`src/rtl/gsim_x_writer.sv`:
```
// rtl/gsim_x_writer.sv - Gauss-Seidel solution writer into the x result memory
// Buffers up to two vectors and streams one element per cycle; pulses done after the last word.
module gsim_x_writer #(
  parameter int N_ELEM = 16,
  parameter int DW     = 32,
  parameter int AW     = 9
) (
  input  logic                 i_clk,
  input  logic                 i_reset,
  input  logic                 i_start,
  input  logic [4:0]           i_matrix_num,
  input  logic                 i_x_vld,
  input  logic [N_ELEM*DW-1:0] i_x_vec,
  output logic                 o_x_rdy,
  output logic                 o_x_wen,
  output logic [AW-1:0]        o_x_addr,
  output logic [DW-1:0]        o_x_data,
  output logic                 o_busy,
  output logic                 o_proc_done
);

  localparam int EW = $clog2(N_ELEM);
  localparam int VW = N_ELEM * DW;

  typedef enum logic [1:0] {S_IDLE, S_RUN, S_DONE} state_t;

  state_t        state_q, state_d;
  logic [4:0]    num_q, num_d;
  logic [4:0]    acc_cnt_q, acc_cnt_d;
  logic [4:0]    wr_mtx_q, wr_mtx_d;
  logic [EW-1:0] elem_q, elem_d;
  logic [1:0]    fifo_cnt_q, fifo_cnt_d;
  logic          wr_ptr_q, rd_ptr_q;
  logic [VW-1:0] fifo_mem [2];
  logic [VW-1:0] head;
  logic          accept, issue, pop;
  logic          x_wen_q;
  logic [AW-1:0] x_addr_q;
  logic [DW-1:0] x_data_q;

  always_ff @(posedge i_clk or posedge i_reset) begin
    if (i_reset) state_q <= S_IDLE;
    else         state_q <= state_d;
  end

  // Leave RUN once the serializer has issued the final element of the last matrix.
  always_comb begin
    state_d = state_q;
    case (state_q)
      S_IDLE:  if (i_start) state_d = (i_matrix_num == 5'd0) ? S_DONE : S_RUN;
      S_RUN:   if (wr_mtx_q == num_q) state_d = S_DONE;
      S_DONE:  state_d = S_IDLE;
      default: state_d = S_IDLE;
    endcase
  end

  always_comb begin
    o_x_rdy     = (state_q == S_RUN) && (fifo_cnt_q < 2'd2) && (acc_cnt_q < num_q);
    o_busy      = (state_q != S_IDLE);
    o_proc_done = (state_q == S_DONE);
  end

  assign accept = i_x_vld && o_x_rdy;
  assign issue  = (state_q == S_RUN) && (fifo_cnt_q != 2'd0);
  assign pop    = issue && (elem_q == EW'(N_ELEM - 1));
  assign head   = fifo_mem[rd_ptr_q];

  always_comb begin
    num_d     = num_q;
    acc_cnt_d = acc_cnt_q;
    wr_mtx_d  = wr_mtx_q;
    elem_d    = elem_q;
    if ((state_q == S_IDLE) && i_start) begin
      num_d     = i_matrix_num;
      acc_cnt_d = '0;
      wr_mtx_d  = '0;
      elem_d    = '0;
    end
    if (accept) acc_cnt_d = acc_cnt_q + 5'd1;
    if (issue) begin
      elem_d = pop ? '0 : elem_q + EW'(1);
      if (pop) wr_mtx_d = wr_mtx_q + 5'd1;
    end
  end

  // A same-cycle push and pop leaves the occupancy untouched.
  always_comb begin
    fifo_cnt_d = fifo_cnt_q;
    case ({accept, pop})
      2'b10:   fifo_cnt_d = fifo_cnt_q + 2'd1;
      2'b01:   fifo_cnt_d = fifo_cnt_q - 2'd1;
      default: fifo_cnt_d = fifo_cnt_q;
    endcase
  end

  always_ff @(posedge i_clk or posedge i_reset) begin
    if (i_reset) begin
      num_q      <= '0;
      acc_cnt_q  <= '0;
      wr_mtx_q   <= '0;
      elem_q     <= '0;
      fifo_cnt_q <= '0;
      wr_ptr_q   <= 1'b0;
      rd_ptr_q   <= 1'b0;
      x_wen_q    <= 1'b0;
      x_addr_q   <= '0;
      x_data_q   <= '0;
    end else begin
      num_q      <= num_d;
      acc_cnt_q  <= acc_cnt_d;
      wr_mtx_q   <= wr_mtx_d;
      elem_q     <= elem_d;
      fifo_cnt_q <= fifo_cnt_d;
      if (accept) wr_ptr_q <= ~wr_ptr_q;
      if (pop)    rd_ptr_q <= ~rd_ptr_q;
      x_wen_q <= issue;
      if (issue) begin
        x_addr_q <= AW'(wr_mtx_q) * AW'(N_ELEM) + AW'(elem_q);
        x_data_q <= head[int'(elem_q) * DW +: DW];
      end
    end
  end

  // Vector storage needs no reset: occupancy alone says which slots are live.
  always_ff @(posedge i_clk) begin
    if (accept) fifo_mem[wr_ptr_q] <= i_x_vec;
  end

  assign o_x_wen  = x_wen_q;
  assign o_x_addr = x_addr_q;
  assign o_x_data = x_data_q;

endmodule

```
`config.mk`:
```
export PLATFORM = sky130hd
export DESIGN_NAME = gsim_x_writer
export DESIGN_NICKNAME = d
export VERILOG_FILES = /design/src/rtl/gsim_x_writer.sv
export SDC_FILE = /design/constraint.sdc
export NUM_CORES = 1
export LEC_CHECK = 0
export CAP_MARGIN = 20
export CORE_MARGIN = 3
export CORE_UTILIZATION = 30
export CTS_BUF_LIST = sky130_fd_sc_hd__clkbuf_4
export CTS_CLUSTER_DIAMETER = 30
export CTS_CLUSTER_SIZE = 28
export DETAILED_ROUTE_END_ITERATION = 10
export SETUP_SLACK_MARGIN = 0.1
export SYNTH_ARGS = -nofsm -noshare
export SYNTH_HDL_FRONTEND = slang
export SYNTH_SLANG_ARGS = --single-unit
```
`constraint.sdc`:
```
create_clock -name i_clk -period 49.5 [get_ports i_clk]
set_input_delay 9.9 -clock i_clk [delete_from_list [all_inputs] [get_ports i_clk]]
set_output_delay 9.9 -clock i_clk [all_outputs]
set_load 0.03 [all_outputs]
```
### After elaboration in Yosys (flattened, before gate mapping)

Memory sizes are Yosys's and may differ from the RTL's.
Index checks and enable logic that the tools add are counted.

* register bits: 67
* RAM bits: 1024
* input port bits: 521
* output and inout port bits: 45
* word-level logic and storage cells: 60
* memories: 1

* add/sub/neg operators: 6
* order comparisons: 2
* equal/unequal tests: 8
* shift-type cells: 1
* multiplexer cells: 15
* bitwise operators: 2
* reductions and logical operators: 14

Memory list
* fifo_mem: words 2, bits a word 512, rd ports 1, clocked after memory_dff 0, wr ports 1, RTL line 34 `logic [VW-1:0] fifo_mem [2];`

Operators with widths (count)
* 512-bit by 10-bit indexed part select with 32-bit output: 1
* 5-bit 2-to-1 mux: 5
* 4-bit 2-to-1 mux: 3
* 5-bit by 1-bit adder with 5-bit output, second input constant: 2
* 2-bit nonzero test: 5
* 9-bit by 4-bit adder with 9-bit output: 1
* 2-bit one-hot mux with 2 select lines: 2
* 1-bit logical AND: 6
* 2-bit 2-to-1 mux: 3
* 5-bit == test: 1
* 5-bit logical NOT: 1
* 5-bit < comparator: 1
* 4-bit by 1-bit adder with 4-bit output, second input constant: 1
* 2-bit by 1-bit == test with 1-bit output, second input constant: 2
* 2-bit == test, second input constant: 2
* 4-bit == test, second input constant: 1
* 2-bit != test, second input constant: 2
* 2-bit by 1-bit adder with 2-bit output, second input constant: 1
* 2-bit logical NOT: 1
* 2-bit < comparator, second input constant: 1
* 1-bit 2-to-1 mux: 2
* 1-bit NOT: 2
* 2-bit AND reduction: 1
* 2-bit by 1-bit subtractor with 2-bit output, second input constant: 1

### Logic depth before layout (Yosys ltp)

* word-level depth: 6
* mapped depth: 9
* gate-level depth less buffers: 8

### Worst setup path after synthesis

OpenSTA, ideal clock, no wires.

* kind: input -> register
* start: input i_x_vld
* end: memory fifo_mem[0][0] (netlist name), enable pin
* setup time: 1.398 ns
* data arrival time: 31.444 ns
* data required time: 48.102 ns
* setup slack: 16.658 ns
* cell stages on the path: 3
* buffers on the path: 1
* cells stage by stage: o211ai_1 buf_2 nor2_1

* cells in the longest elaborated chain, start to end: 3

RTL lines
* from (decl): RTL line 12 `input logic i_x_vld,`
* 1-bit logical AND: RTL line 63 `assign accept = i_x_vld && o_x_rdy;`
* 1-bit 2-to-1 mux: RTL line 126 `if (accept) fifo_mem[wr_ptr_q] <= i_x_vec;`
* 1-bit 2-to-1 mux (implied by the code): RTL line 126
* to (decl): RTL line 34

No other way between the ends.

### Worst setup path in the final report

* start: input i_x_vld
* end: memory fifo_mem[0][113] (netlist name), enable pin

The elaborated chain is that of the path after synthesis.

==> flow_metrics.tcl <==
set metrics [dict create \
    status "finished, final reports clean" \
    p_per_area_mw_per_mm2 53.0 \
    post_cts_buffers 0 \
    vias 23000 \
    final.period_utilization_pct 28.4 \
    numCtsBuffers 226 \
    max_freq_mhz 71.3 \
    synth-seq-cells 1091 \
    dpl.hpwl_um 78300 \
    drc_errors 0 \
    final_util_pct 39.0 \
    critical-path-max-stage-delay_ns 0.83 \
    synth-edff-count 1024 \
    postCtsHoldBufs 0 \
    cp.required_ns 50.29 \
    die_w_um 380 \
    synth_cells 2096 \
    antenna_found_initial 48 \
    final.setup.tns_ns 0 \
    grt_pass1_wl_um 168000 \
    port_buffers 565 \
    rsz0062_at_grt "false" \
    cp_max_fo 66 \
    place_congestion 0.765 \
    cts_tree "done" \
    vias_per_cell 4.67 \
    cp-end-kind "flip-flop" \
    synth_cell_types 44 \
    synth_area_mm2 0.0419 \
    finalSetupViolCount 0 \
    whs_path_depth 2 \
    timing.rr.start "num_q[4]" \
    hold_end "o_x_addr[3]" \
    drtIter0Drc 1498 \
    critPathSlowestCell "buf_4" \
    core-area_mm2 0.138 \
    power_leakage_nw 17.3 \
    reg2reg_slack_ns 43.32 \
    nNetsFinal 3355 \
    grt_util_met2_pct 27.9 \
    grt_pass1_vias 24200 \
    dieArea_mm2 0.144 \
    cts_resized 0 \
    crit_chain "clkdlybuf4s50_1 -> o211ai_1 -> buf_4 -> nor2_4 -> buf_4 -> buf_4 -> buf_4 -> buf_4 -> buf_4" \
    maxCapViolCount 0 \
    min_from "o_x_addr[3]" \
    hold_violations 0 \
    grtUsageMet3_pct 5.85 \
    clock_path_buffers 3 \
    grt_max_degree 151 \
    path_class "primary input to flip-flop" \
    crit_top_cell "buf_4" \
    hp-class "flip-flop to flip-flop" \
    path_depth 9 \
    wire_per_inst_um 24.0 \
    skew_ns 0.110 \
    clk_pin_slew_ns 0.08 \
    syn_avg_cell_area_um2 20.0 \
    finalMaxSlewViolations 0 \
    clkSinkCount 1091 \
    crit_buf_inv 7 \
    synth_warnings 0 \
    slew_headroom_pct 22.8 \
    synth_ff_type "edfxtp_1" \
    ir_drop_mv 0.0352 \
    track_usage_pct 16.2 \
    arrival_ns 14.82 \
    routed_wl_um 118000 \
    clock-root-buffer "clkbuf_4" \
    start_kind "primary input" \
    r2r_cells 11 \
    postRouteAntennaNets 0 \
    area_growth_pct 28.6 \
    num_rows 136 \
    die_h_um 380 \
    async_reset_ff_share_pct 6.14 \
    seq_area_frac_synth_pct 77.5 \
    tightest_slew_ns 1.15 \
    grt_overflow 0 \
    gr-max-usage-layer "met2" \
    io_pins 566 \
    drive_above_1_share_pct 20.9 \
    start_util_pct 30.3 \
    post-route-min-period_ns 14.03 \
    report.power.total_mw 2.85 \
    syn-num-nets 2625 \
    clk-insertion-delay-late_ns 1.25 \
    dr.pass1.iters 5 \
    cp_top_family "buffers and inverters" \
    gr-usage-met1_pct 19.0 \
    htreeDepth 4 \
    r2r_end "fifo_mem[0][113]" \
]
## kinds of logic (layout without fill, tap and decap cells)
| group | count (synthesis) | in the layout | synth area share, % |
|---|---|---|---|
| flops | 1091 | 1091 | 77.5 |
| mux | 385 | 385 | 13.1 |
| simple gates | 184 | 184 | 2.24 |
| other cells | 0 | 35 | 0 |
| compound gates | 283 | 283 | 4.88 |
| fa+ha+maj | 8 | 8 | 0.239 |
| xor+xnor | 14 | 14 | 0.293 |
| buf+inv | 131 | 1063 | 1.74 |
## area by class of cell
| type | count | area, um2 |
|---|---|---|
| Clock buffer | 264 | 1980 |
| Sequential cell | 1091 | 32400 |
| Antenna cell | 35 | 87.6 |
| Fill cell | 12700 | 84200 |
| Multi-Input combinational cell | 874 | 8760 |
| Timing Repair Buffer | 624 | 6180 |
| Clock inverter | 166 | 2030 |
| Tap cell | 1863 | 2330 |
| Inverter | 9 | 36.3 |
## worst reg2reg max path, cell delays in order (launching register included)
cell	delay, ns
dfrtp_1	0.37
inv_1	0.06
ha_1	0.30
a2111oi_0	0.59
o211ai_1	0.19
buf_4	0.23
nor2_4	0.08
buf_4	0.73
buf_4	0.89
buf_4	0.86
buf_4	0.70
buf_4	0.80
## report_power, final
group          switching, mW  internal [mW]  total (mW)  leakage, nW
logic                  0.437          0.275       0.712         5.09
registers             0.0603           1.21        1.27         10.1
clock network          0.385          0.493       0.877         2.12
## cells in the mapped netlist, types with 2 or more instances
cell	n	share of area (%)
inv_1	8	0.072
nor3_1	2	0.024
nand2_1	74	0.66
xor2_1	7	0.15
clkbuf_1	46	0.41
buf_2	39	0.47
and2_1	2	0.030
o21ai_1	2	0.024
buf_6	14	0.38
mux2i_1	225	5.4
o31ai_1	2	0.036
mux2_2	32	0.86
o22ai_1	97	1.4
nand2b_1	3	0.045
nor3b_1	2	0.036
o211ai_1	34	0.61
o32ai_1	32	0.67
a211oi_1	65	1.2
dfrtp_1	67	4.0
o21ai_0	13	0.16
nand3b_1	4	0.072
nand3_1	13	0.16
edfxtp_1	1024	73
ha_1	8	0.24
a2111oi_0	33	0.69
nor2_1	10	0.090
nand4_1	2	0.030
mux4_2	128	6.9
buf_1	3	0.027
buf_4	19	0.34
xnor2_1	7	0.15
nor2b_1	67	1.0
## through the flow
step,std cells,setup WS (ns),cell area [um2],hold WS (ns)
final,4926,35.47,53800,0.487
after global routing,4901,35.27,53800,0.512
after CTS,4887,35.59,53700,0.488
after detailed placement,4457,34.21,49700,0.464
after global placement,4456,34.22,49700,0.467
after floorplan,2096,16.66,41900,0.447
## per-layer routing
metal,vias to the layer above,part of all wire (%)
met2,724,51
met4,30,1.7
met3,193,7.9
li1,10300,-
met5,-,0.18
met1,11700,39
## state kept, by name, indices dropped and copies added, names as in the netlist
register / flops
o_x_addr: 9
o_x_wen: 1
o_x_data: 32
wr_ptr_q: 1
fifo_cnt_q: 2
wr_mtx_q: 5
acc_cnt_q: 5
state_q: 2
rd_ptr_q: 1
elem_q: 4
fifo_mem: 1024
num_q: 5
## placed cells by master (no fill, tap or decap), types with 4 or more instances in the layout
| cell type | instances |
|---|---|
| ha_1 | 8 |
| clkinv_1 | 33 |
| mux2i_1 | 225 |
| o21ai_0 | 13 |
| bufinv_16 | 42 |
| buf_12 | 4 |
| edfxtp_1 | 1024 |
| clkinv_2 | 32 |
| o22ai_1 | 97 |
| clkinv_4 | 15 |
| a211oi_1 | 65 |
| a2111oi_1 | 7 |
| xnor2_1 | 7 |
| o211ai_1 | 34 |
| diode_2 | 35 |
| inv_1 | 7 |
| mux4_2 | 128 |
| nand3b_1 | 4 |
| nand3_1 | 11 |
| clkdlybuf4s50_1 | 565 |
| nand2_1 | 73 |
| inv_6 | 9 |
| nor2_1 | 8 |
| a2111oi_0 | 26 |
| xor2_1 | 7 |
| clkinvlp_4 | 30 |
| o32ai_1 | 32 |
| dfrtp_1 | 63 |
| mux2_2 | 32 |
| nor2b_1 | 66 |
| clkbuf_4 | 264 |
| buf_4 | 50 |
## worst max-delay path by stage
stage,from,to,slack (ns)
2_1_floorplan,i_x_vld,fifo_mem[0][0],16.66
3_3_place_gp,i_x_vld,fifo_mem[0][200],34.22
3_5_place_dp,i_x_vld,fifo_mem[0][105],34.21
4_1_cts,i_x_vld,fifo_mem[0][303],35.59
5_1_grt,i_x_vld,fifo_mem[0][32],35.27
6_report,i_x_vld,fifo_mem[0][113],35.47
Power figures use the tool's default switching activity.
